--- config.mk ---
export PLATFORM = sky130hd
export DESIGN_NAME = rids_packer
export DESIGN_NICKNAME = d
export VERILOG_FILES = /design/src/rtl/rids_packer.sv
export SDC_FILE = /design/constraint.sdc
export NUM_CORES = 1
export LEC_CHECK = 0
export CAP_MARGIN = 15
export CORE_MARGIN = 10
export CORE_UTILIZATION = 50
export DETAILED_ROUTE_END_ITERATION = 16
export PLACE_DENSITY_LB_ADDON = 0.1
export SYNTH_ARGS = -nofsm -noshare
export SYNTH_HDL_FRONTEND = slang
export SYNTH_SLANG_ARGS = --single-unit
export TNS_END_PERCENT = 5
--- constraint.sdc ---
create_clock -name clk -period 3.83 [get_ports clk]
set_input_delay 0.766 -clock clk [delete_from_list [all_inputs] [get_ports clk]]
set_output_delay 0.766 -clock clk [all_outputs]
set_load 0.02 [all_outputs]
--- src/rtl/rids_packer.sv ---
// rids_packer
//
// Bit-serial packer that turns one header field's rule-match bitmap into a
// sorted, fixed-size RIDS word for the bitonic merge tree. The bitmap is
// scanned one bit per cycle from rule 0 upwards. Every set bit is appended
// to the next free slot, so slots come out strictly ascending with NULL
// (all-ones) padding after the last valid ID. Only the lowest NUM_RID matches
// are kept.
//
// Ports:
//   clk          clock, rising edge
//   reset        asynchronous, active-high reset
//   in_valid     in_bitmap is valid
//   in_ready     block can accept a bitmap (high only in IDLE)
//   in_bitmap    bit i = 1 means rule i matched ([0:NUM_RULES-1])
//   out_valid    out_rids / out_count (/ out_overflow) are valid
//   out_ready    downstream accepts the output
//   out_rids     slot k at bits [k*RID_WIDTH +: RID_WIDTH], slot 0 leftmost
//   out_count    number of non-NULL slots, 0..NUM_RID
//   out_overflow more than NUM_RID bits were set (only with RIDS_OVERFLOW_EN)
//
// Build option:
//   RIDS_OVERFLOW_EN  when defined, adds the out_overflow port and its
//                     register. When undefined, excess IDs are dropped
//                     silently.

module rids_packer #(
  parameter int unsigned NUM_RID     = 8,
  parameter int unsigned log_NUM_RID = 3,
  parameter int unsigned RID_WIDTH   = 4,
  parameter int unsigned NUM_RULES   = 2**RID_WIDTH - 1
) (
  input  logic                         clk,
  input  logic                         reset,
  input  logic                         in_valid,
  output logic                         in_ready,
  input  logic [0:NUM_RULES-1]         in_bitmap,
  output logic                         out_valid,
  input  logic                         out_ready,
  output logic [0:NUM_RID*RID_WIDTH-1] out_rids,
  output logic [log_NUM_RID:0]         out_count
`ifdef RIDS_OVERFLOW_EN
  ,
  output logic                         out_overflow
`endif
);

  typedef enum logic [1:0] {
    IDLE,
    SCAN,
    DONE
  } state_t;

  // Last bitmap position and the saturation value of the slot counter.
  localparam logic [RID_WIDTH-1:0]   LAST_IDX = RID_WIDTH'(NUM_RULES - 1);
  localparam logic [log_NUM_RID:0]   FULL_CNT = (log_NUM_RID + 1)'(NUM_RID);

  state_t                         state_q;
  logic [0:NUM_RULES-1]           bitmap_q;
  logic [RID_WIDTH-1:0]           idx_q;
  logic [log_NUM_RID:0]           count_q;
  logic [0:NUM_RID*RID_WIDTH-1]   rids_q;
  logic                           valid_q;
`ifdef RIDS_OVERFLOW_EN
  logic                           overflow_q;
`endif

  logic                           cur_bit;
  logic                           slots_full;
  logic [log_NUM_RID-1:0]         slot_sel;

  assign cur_bit    = bitmap_q[idx_q];
  assign slots_full = (count_q == FULL_CNT);
  // Only used while count_q < NUM_RID, so the low bits address the slot.
  assign slot_sel   = count_q[log_NUM_RID-1:0];

  always_ff @(posedge clk or posedge reset) begin
    if (reset) begin
      state_q    <= IDLE;
      bitmap_q   <= '0;
      idx_q      <= '0;
      count_q    <= '0;
      rids_q     <= '1;
      valid_q    <= 1'b0;
`ifdef RIDS_OVERFLOW_EN
      overflow_q <= 1'b0;
`endif
    end else begin
      case (state_q)
        IDLE: begin
          if (in_valid) begin
            bitmap_q   <= in_bitmap;
            rids_q     <= '1;
            count_q    <= '0;
            idx_q      <= '0;
`ifdef RIDS_OVERFLOW_EN
            overflow_q <= 1'b0;
`endif
            state_q    <= SCAN;
          end
        end

        SCAN: begin
          if (cur_bit) begin
            if (!slots_full) begin
              rids_q[slot_sel*RID_WIDTH +: RID_WIDTH] <= idx_q;
              count_q <= count_q + 1'b1;
            end
`ifdef RIDS_OVERFLOW_EN
            else begin
              overflow_q <= 1'b1;
            end
`endif
          end
          // The last bit is processed in the same cycle the scan ends,
          // so idx never wraps.
          if (idx_q == LAST_IDX) begin
            state_q <= DONE;
            valid_q <= 1'b1;
          end else begin
            idx_q <= idx_q + 1'b1;
          end
        end

        DONE: begin
          // in_valid is not looked at here. A new bitmap is taken in the
          // following IDLE cycle at the earliest.
          if (out_ready) begin
            state_q <= IDLE;
            valid_q <= 1'b0;
          end
        end

        default: begin
          state_q <= IDLE;
          valid_q <= 1'b0;
        end
      endcase
    end
  end

  assign in_ready     = (state_q == IDLE);
  assign out_valid    = valid_q;
  assign out_rids     = rids_q;
  assign out_count    = count_q;
`ifdef RIDS_OVERFLOW_EN
  assign out_overflow = overflow_q;
`endif

endmodule

* After elaboration in Yosys (flattened, before gate mapping)
Cells that the tools add are included.
** Cells by class
- Equal/unequal tests :: 10
- Reductions and logical operators :: 7
- $lt $le $gt $ge :: 1
- Mux-type cells :: 21
- $add $sub $neg :: 3
- Bitwise logic cells :: 3
- Shift-type cells :: 2
** Operators with widths (number)
- two-way mux 32 bit :: 3
- one-hot mux 32 bit (2 select lines) :: 1
- negator 33 -> 34 bit :: 1
- variable shift 33 x 34 -> 32 bit, first input constant :: 1
- variable part select 33 x 34 -> 32 bit :: 1
- inverter 5 -> 33 bit :: 1
- bitwise mux 32 bit :: 1
- two-way mux 4 bit :: 4
- one-hot mux 4 bit (2 select lines) :: 2
- inequality test 2 bit, second input constant :: 6
- AND reduction 3 bit :: 3
- adder 4 x 1 -> 4 bit, second input constant :: 2
- equality test 4 bit, second input constant :: 2
- two-way mux 2 bit :: 3
- one-hot mux 2 bit (3 select lines) :: 1
- greater-or-equal comparator 5 bit, second input constant :: 1
- inverter 4 -> 5 bit :: 1
- binary-select mux 1 bit (select 4 bit) :: 1
- two-way mux 1 bit :: 4
- AND reduction 4 bit :: 1
- one-hot mux 1 bit (3 select lines) :: 1
- equality test 2 x 1 -> 1 bit, second input constant :: 1
- equality test 2 bit, second input constant :: 1
- zero test 2 bit :: 1
- 3 further kinds :: 3
** Storage, ports and cells
- Logic and storage cells :: 53
- Input bits :: 19
- Output and inout bits :: 38
- Bits in registers :: 58

* Depth between registers and ports, before layout
Gate-level depths: netlist of the first run.
- Word-level depth :: 7
- Depth in mapped cells :: 9
- Mapped depth without buffers :: 7

* Worst setup path before layout of the first run
No wires, ideal clock.
- Kind :: register to register
- Start :: register count_q[0] (netlist: out_count[0])
- End :: register rids_q (netlist bit out_rids[0])
- Arrival time :: 2.166 ns
- Library setup time :: 0.082 ns
- Stages on the path, launching flop included :: 9
- Buffers on the path :: 1
- Period minus slack after synthesis :: 2.248 ns
- Path slack :: 1.582 ns
- Data required time :: 3.748 ns
- Path through :: dfrtp_1 > inv_1 > ha_1 > and3b_1 > a211oi_1 > nand3_2 > buf_12 > a31oi_4 > mux2_4
** On the way
- Word-level cells in the longest chain between the ends :: 7
- Elaborated cells on any way between the ends :: 11
- Those cells by class :: add/sub: 1; eq/ne: 2; shift: 2; mux: 4; bitwise: 1; reduce/logical: 1
** RTL lines
- start: declaration :: RTL line 61 : logic [log_NUM_RID:0] count_q;
- start signal: assignment :: RTL line 107 : count_q <= count_q + 1'b1;
- inverter 5 -> 33 bit (not written as such) :: RTL line 106 : rids_q[slot_sel*RID_WIDTH +: RID_WIDTH] <= idx_q;
- negator 33 -> 34 bit :: RTL line 106
- variable part select 33 x 34 -> 32 bit / variable shift 33 x 34 -> 32 bit (equally long branches) :: RTL line 106
- bitwise mux 32 bit :: RTL line 106
- two-way mux 32 bit :: RTL line 105 : if (!slots_full) begin
- two-way mux 32 bit :: RTL line 104 : if (cur_bit) begin
- one-hot mux 32 bit (2 select lines) :: RTL line 89 : case (state_q)
- end signal: indexed assignment :: RTL line 106
- end: declaration :: RTL line 62 : logic [0:NUM_RID*RID_WIDTH-1] rids_q;
Several ways; a longest one is shown, not always the timed one. The select of a mux whose other input is x is not followed.
A chain may end at the register's enable or synchronous reset.

* Worst setup path in the final report of the first run
- Start :: register count_q[0] (netlist: out_count[0])
- End :: register rids_q (netlist bit out_rids[16])
Same word-level chain as after synthesis.

==> results.md, run 1 <==
- Hpwl dp: between 4000 and 5000 um
- Critical Path Sink Type: flip-flop
- GP Congestion: approximately 0.8
- Max-Cap Viols: 0
- Core box area: 5610 um2
- Die ar.: 9350 um2
- Final wirelength: 6290 um
- Post-synth EDFFs: 0
- Chip width: around 97 um
- Initial antenna violation count: 0
- Power Dens Cells: around 970 nW/um2
- Post-cts sizing count: 0
- DRT Pass-1 Iters: 4
- Crit-path cells: inv_1 -> ha_1 -> and3b_1 -> a211oi_1 -> nand3_2 -> a31oi_1 -> mux2_2
- DRT iter0 DRCs: 78
- Pre-CTS WS: 0.980 ns
- Fin Setup TNS: 0 ns
- Hold Path Class: flip-flop to flip-flop
- Overflow left after global routing: 0
- CTS clk-pin slew, worst paths: roughly 0.06 ns
- Worst slew margin: 53.5%
- Top_reg_cell synth: dfstp_2
- Gr usage total: 13.6%
- Drt drc: 0
- Startpoint class of the critical path: flip-flop
- CTS hold repair buffers: 0
- Synth Area per Inst: between 10 and 15 um2
- CP Data Arrival Time: 3.10 ns
- Post-synthesis cell type count: 43
- CP Class: flip-flop to flip-flop
- Final Util: roughly two thirds
- First-pass GRT wire length: about 11000 um
- Vias per cell: 5.20
- Clk sinks: 58
- Filler cells: between 400 and 500
- Clk_skew: approximately 0.010 ns
- Initial core utilization: a little over half
- Max stage delay on crit path: roughly 0.63 ns
- Vert. Die Dim: ~97 um
- Final period utilization: between 70% and 80%
- CTS Buf Count: 9
- Count of standard-cell rows: 27
- Netlist Area Pre-Place: between 2000 and 3000 um2
- Final worst slack: 0.989 ns
- Layout cells sized above 1: between 20% and 30%
- Worst EP required: 4.09 ns
- IO buf count: between 50 and 60
- Tightest Pin Transition: around 0.70 ns
- Htree depth: 3
- Root buffer cell: clkbuf_8
- Max Clock Freq: 352 MHz
- Synthesis Warnings: 0
- CTS tree: built
- Ys async rst share: 100%
- WL per Instance: around 15 um
- Final #Nets: approximately 360
- Via count: 2111
- Crit path time final: approximately 2.8 ns
- Final setup fails: 0
- Final antenna-violating net count: 0
- Io pins: 57
- N_diodes: 0
- RSZ-0062 raised after global routing: no
- Max Slew Vio Count: 0
- Synth Instances: about 270
- Post-CTS Setup Inserts: 0
- Max Fanout on Critical Path: 12
- Post-synthesis sequential area ratio: about 51%
- Largest net degree at the start of global routing: just under 60
- Skew-Pair Late Insertion Delay: ~0.34 ns
- Maximum vdd drop: about 0.47 mV
- Vias in the first global route: roughly 2200
- Clock buffer depth: 2
- Status: completed
- Syn Nets: roughly 300
- Crit-path slowest cell: a31oi_1
- Leak: between 1.5 and 2 nW
- Layout area overhead: 28.2%
- Final-report hold violation count: 0
- Yosys reg bits: between 50 and 60
==> critical path: cells and delay by family (launching register included) <==
kind            cells  cell delay, ns
compound gates      2            0.85
simple gates        2            0.58
flops               1            0.53
fa+ha+maj           1            0.25
buf+inv             1            0.15
mux                 1            0.40
==> flip-flops by register name, indices dropped and copies added, names as in the netlist <==
| name | count |
|---|---|
| bitmap_q | 15 |
| state_q | 2 |
| idx_q | 4 |
| out_rids | 32 |
| out_count | 4 |
| out_valid | 1 |
==> kinds of logic after synthesis <==
kind of cell	after synthesis	share of synthesized area, %
mux	34	13.6
fa+ha+maj	8	3.41
xor+xnor	1	0.298
buf+inv	22	4.00
flops	58	50.7
compound gates	37	11.0
simple gates	114	16.9
==> cell usage in the layout, fill, tap and decap left out, types with 2 or more instances in the layout <==
cell	n
clkdlybuf4s50_1	56
nor2b_1	2
a211oi_1	2
nand2_1	83
a31oi_1	3
nor2_1	12
clkbuf_8	11
and2_1	2
dfrtp_1	26
a21oi_1	8
inv_1	6
a21o_1	2
buf_4	3
clkinv_2	2
dfstp_2	32
mux2_2	21
mux2i_1	7
nand3_1	5
bufinv_16	2
o21ai_0	5
a2bb2oi_1	4
a31oi_4	4
o22a_1	4
mux2_4	4
ha_1	8
==> Yosys cell counts (2+ instances only) <==
master | n | area share, %
buf_2 | 3 | 0.51
nor2b_1 | 2 | 0.43
nor2_1 | 12 | 1.5
and2_1 | 2 | 0.43
a31oi_1 | 3 | 0.64
o22a_1 | 4 | 1.2
a21oi_1 | 8 | 1.4
buf_4 | 2 | 0.51
nand2_1 | 83 | 11
a2bb2oi_1 | 4 | 1.2
a31oi_4 | 4 | 2.9
a211oi_1 | 2 | 0.51
mux2i_1 | 7 | 2.4
nand3_1 | 5 | 0.85
clkbuf_1 | 8 | 1.0
dfstp_2 | 32 | 29
ha_1 | 8 | 3.4
dfrtp_1 | 26 | 22
inv_1 | 7 | 0.89
mux2_2 | 21 | 8.0
a21o_1 | 2 | 0.51
o21ai_0 | 5 | 0.85
mux2_4 | 4 | 2.0
==> worst paths after layout <==
kind                         startpoint           end  slack (ns)  depth (start not counted)
hold reg to reg             bitmap_q[5]   bitmap_q[5]        0.47                          2
setup reg to reg           out_count[0]  out_rids[16]        0.99                          7
setup / recovery           out_count[0]  out_rids[16]        0.99                          7
min in group asynchronous         reset  bitmap_q[12]        0.94                          3
hold / removal              bitmap_q[5]   bitmap_q[5]        0.47                          2
max in group asynchronous         reset  out_count[1]        2.42                          3
==> metrics by stage <==
stage / instance area (um2) / power, mW / instances / hold WS (ns)
2_1_floorplan: 2940 / 2.49 / 274 / 0.440
3_3_place_gp: 3520 / 2.97 / 390 / 0.461
3_5_place_dp: 3520 / 3.01 / 390 / 0.462
4_1_cts: 3770 / 3.70 / 406 / 0.477
5_1_grt: 3770 / 3.91 / 406 / 0.495
6_report: 3770 / 3.66 / 406 / 0.473
==> per-layer routing <==
metal / track usage (%) / share of wire [%]
met2: 20.1 / 46
met3: 5.11 / 6.5
met5: 0 / 0
met1: 16.7 / 47
met4: 7.10 / 1.2
==> report_power, final <==
| part | switching, mW | internal, mW | leakage [nW] |
|---|---|---|---|
| Clock | 0.240 | 0.439 | 0.127 |
| Combinational | 0.899 | 0.851 | 0.859 |
| Sequential | 0.253 | 0.981 | 0.658 |
==> final cells by class <==
| cell class | instances | area [um2] | area share [%] |
|---|---|---|---|
| Clock buffer | 12 | 176 | 4.68 |
| Tap cell | 72 | 90.1 | 2.39 |
| Inverter | 7 | 26.3 | 0.697 |
| Multi-Input combinational cell | 194 | 1330 | 35.3 |
| Clock inverter | 4 | 70.1 | 1.86 |
| Sequential cell | 58 | 1490 | 39.6 |
| Timing Repair Buffer | 59 | 583 | 15.5 |
Power figures use the tool's default switching activity.
==> run 2: changes to the inputs <==
--- a/config.mk
+++ b/config.mk
@@ -7,7 +7,7 @@
 export LEC_CHECK = 0
 export CAP_MARGIN = 15
 export CORE_MARGIN = 10
-export CORE_UTILIZATION = 50
+export CORE_UTILIZATION = 47
 export DETAILED_ROUTE_END_ITERATION = 16
 export PLACE_DENSITY_LB_ADDON = 0.1
 export SYNTH_ARGS = -nofsm -noshare
==> constraint.sdc (replaced) <==
create_clock -name clk -period 2.55 [get_ports clk]
set_input_delay 0.51 -clock clk [delete_from_list [all_inputs] [get_ports clk]]
set_output_delay 0.51 -clock clk [all_outputs]
set_load 0.02 [all_outputs]
==> results.md, run 2 (same netlist as run 1, synthesis figures left out) <==
- Worst slew margin: 61.1% (+7.6 points)
- CTS hold repair buffers: 0 (unchanged)
- CP Launch Point: out_count[1]
- CP Class: flip-flop to flip-flop
- Overflow left after global routing: 0 (unchanged)
- Root buffer cell: clkbuf_8
- Layout cells sized above 1: 28.3% (+2.0 points)
- Max Slew Vio Count: 0 (unchanged)
- Vias in the first global route: 2268 (+5.0%)
- Max Fanout on Critical Path: 11 (-1)
- Startpoint class of the critical path: flip-flop
- Via count: 2198 (+4.1%)
- IO buf count: 56 (unchanged)
- Worst Path Buf+Inv: 2 (+1)
- Tightest Pin Transition: 0.584 ns (-0.113 ns)
- Max reg flops: 32 (unchanged)
- Final wirelength: 6710 um (+6.6%)
- Layout area overhead: 29.3%
- Max-Cap Viols: 0 (unchanged)
- Critical Path Sink Type: flip-flop
- Io pins: 57 (unchanged)
- Final setup fails: 0 (unchanged)
- WL per Instance: 15.9 um (+2.8%)
- Vias per cell: 5.22 (+0.41%)
- Filler cells: 486 (+4.1%)
- CTS Buf Count: 9 (unchanged)
- Count of standard-cell rows: 28 (+3.7%)
- Hold wc startpoint: bitmap_q[10]
- Initial core utilization: 49.1% (-3.3 points)
- Crit path time final: 2.32 ns (-0.521 ns)
- Most common library cell in the layout ignoring fill and taps: nand2_1
- Core box area: 5990 um2 (+6.8%)
- RSZ-0062 raised after global routing: no
- Clk_skew: 0.00731 ns (-0.00270 ns)
- Final Util: 63.5% (-3.7 points)
- GP Congestion: 0.818 (+2.3%)
- Clock buffer depth: 2 (unchanged)
- CP top delay family: simple AND/OR/NAND/NOR gates
- Hpwl dp: 4930 um (+9.5%)
- Crit-path slowest cell: mux2_2
- Start of the worst register-to-register path: out_count[1]
- First-pass GRT wire length: 11400 um (+7.4%)
- Chip width: 99.1 um (+2.5%)
- Post-CTS Setup Inserts: 0 (unchanged)
- N_diodes: 0 (unchanged)
- Crit-path cells: inv_1 -> ha_1 -> and3b_1 -> a211oi_1 -> nand3_2 -> buf_4 -> a31oi_4 -> mux2_2
- Max Clock Freq: 431 MHz (+22%)
- Gr usage total: 14.2% (+0.67 points)
- CP Data Arrival Time: 2.59 ns (-0.51 ns)
- Final antenna-violating net count: 0 (unchanged)
- Maximum vdd drop: 0.682 mV (+46%)
- CTS tree: built
- Drt drc: 0 (unchanged)
- Final #Nets: 368 (+3.4%)
- Worst EP required: 2.82 ns (-1.27 ns)
- Vert. Die Dim: 99.1 um (+2.5%)
- DRT iter0 DRCs: 110 (+41%)
- Leak: 1.67 nW (+1.8%)
- Die ar.: 9820 um2 (+5.0%)
- Initial antenna violation count: 0 (unchanged)
- Post-cts sizing count: 0 (unchanged)
- Power Dens Cells: 1420 nW/um2 (+46%)
- DRT Pass-1 Iters: 4 (unchanged)
- Status: completed
- Most frequent cells in the layout: nand2_1, clkdlybuf4s50_1, dfstp_2
- Skew-Pair Late Insertion Delay: 0.34 ns (about the same)
- Final period utilization: 91.0% (+17 points)
- Htree depth: 3 (unchanged)
- CTS clk-pin slew, worst paths: 0.07 ns (about the same)
- Largest net degree at the start of global routing: 37 (-37%)
- Hold Path Class: flip-flop to flip-flop
- Clk sinks: 58 (unchanged)
- Fin Setup TNS: 0 ns (unchanged)
- Max stage delay on crit path: 0.37 ns (-0.26 ns)
- Final-report hold violation count: 0 (unchanged)
[run 2: area by class of cell]
class	count	area (um2)	share of cell area, %
flip-flops and latches	58	1490	39.2
multi-input cells	194	1330	35.0
repair buffers	71	686	18.0
clock buffers	13	159	4.18
well taps	75	93.8	2.47
inverters	7	26.3	0.691
clock inverters	3	15.0	0.395
[run 2: final timing paths]
path | slack [ns] | depth (start not counted) | to
setup / recovery | 0.23 | 8 | out_rids[9]
hold / removal | 0.47 | 2 | bitmap_q[10]
setup reg to reg | 0.23 | 8 | out_rids[9]
hold reg to reg | 0.47 | 2 | bitmap_q[10]
max in group asynchronous | 1.41 | 3 | out_rids[1]
min in group asynchronous | 0.84 | 2 | out_rids[11]
[run 2: through the flow]
stage	std cells	instance area [um2]	setup WS [ns]	power (mW)	hold slack, ns
after floorplan	274	2940	0.302	3.74	0.440
after global placement	405	3630	0.296	4.62	0.459
after detailed placement	405	3630	0.235	4.68	0.462
after CTS	421	3800	0.222	5.45	0.477
after global routing	421	3800	0.0657	5.80	0.505
final	421	3800	0.230	5.40	0.474
[run 2: power breakdown]
group | switching (mW) | internal, mW | leakage (nW) | total, mW
registers | 0.269 | 1.48 | 0.658 | 1.74
clock network | 0.358 | 0.401 | 0.0932 | 0.759
logic | 1.50 | 1.40 | 0.923 | 2.89
total | 2.13 | 3.27 | 1.67 | 5.40
[run 2: worst reg2reg max path: stages (launching register included)]
cell,delay [ns]
dfrtp_1,0.35
inv_1,0.09
ha_1,0.22
and3b_1,0.19
a211oi_1,0.22
nand3_2,0.32
buf_4,0.28
a31oi_4,0.21
mux2_2,0.37
[run 2: metal layers]
layer | global-route usage [%] | wire length [um]
met5 | 0 | 0
met1 | 18.0 | 3060
met2 | 21.1 | 3100
met4 | 5.84 | 95
met3 | 5.73 | 457
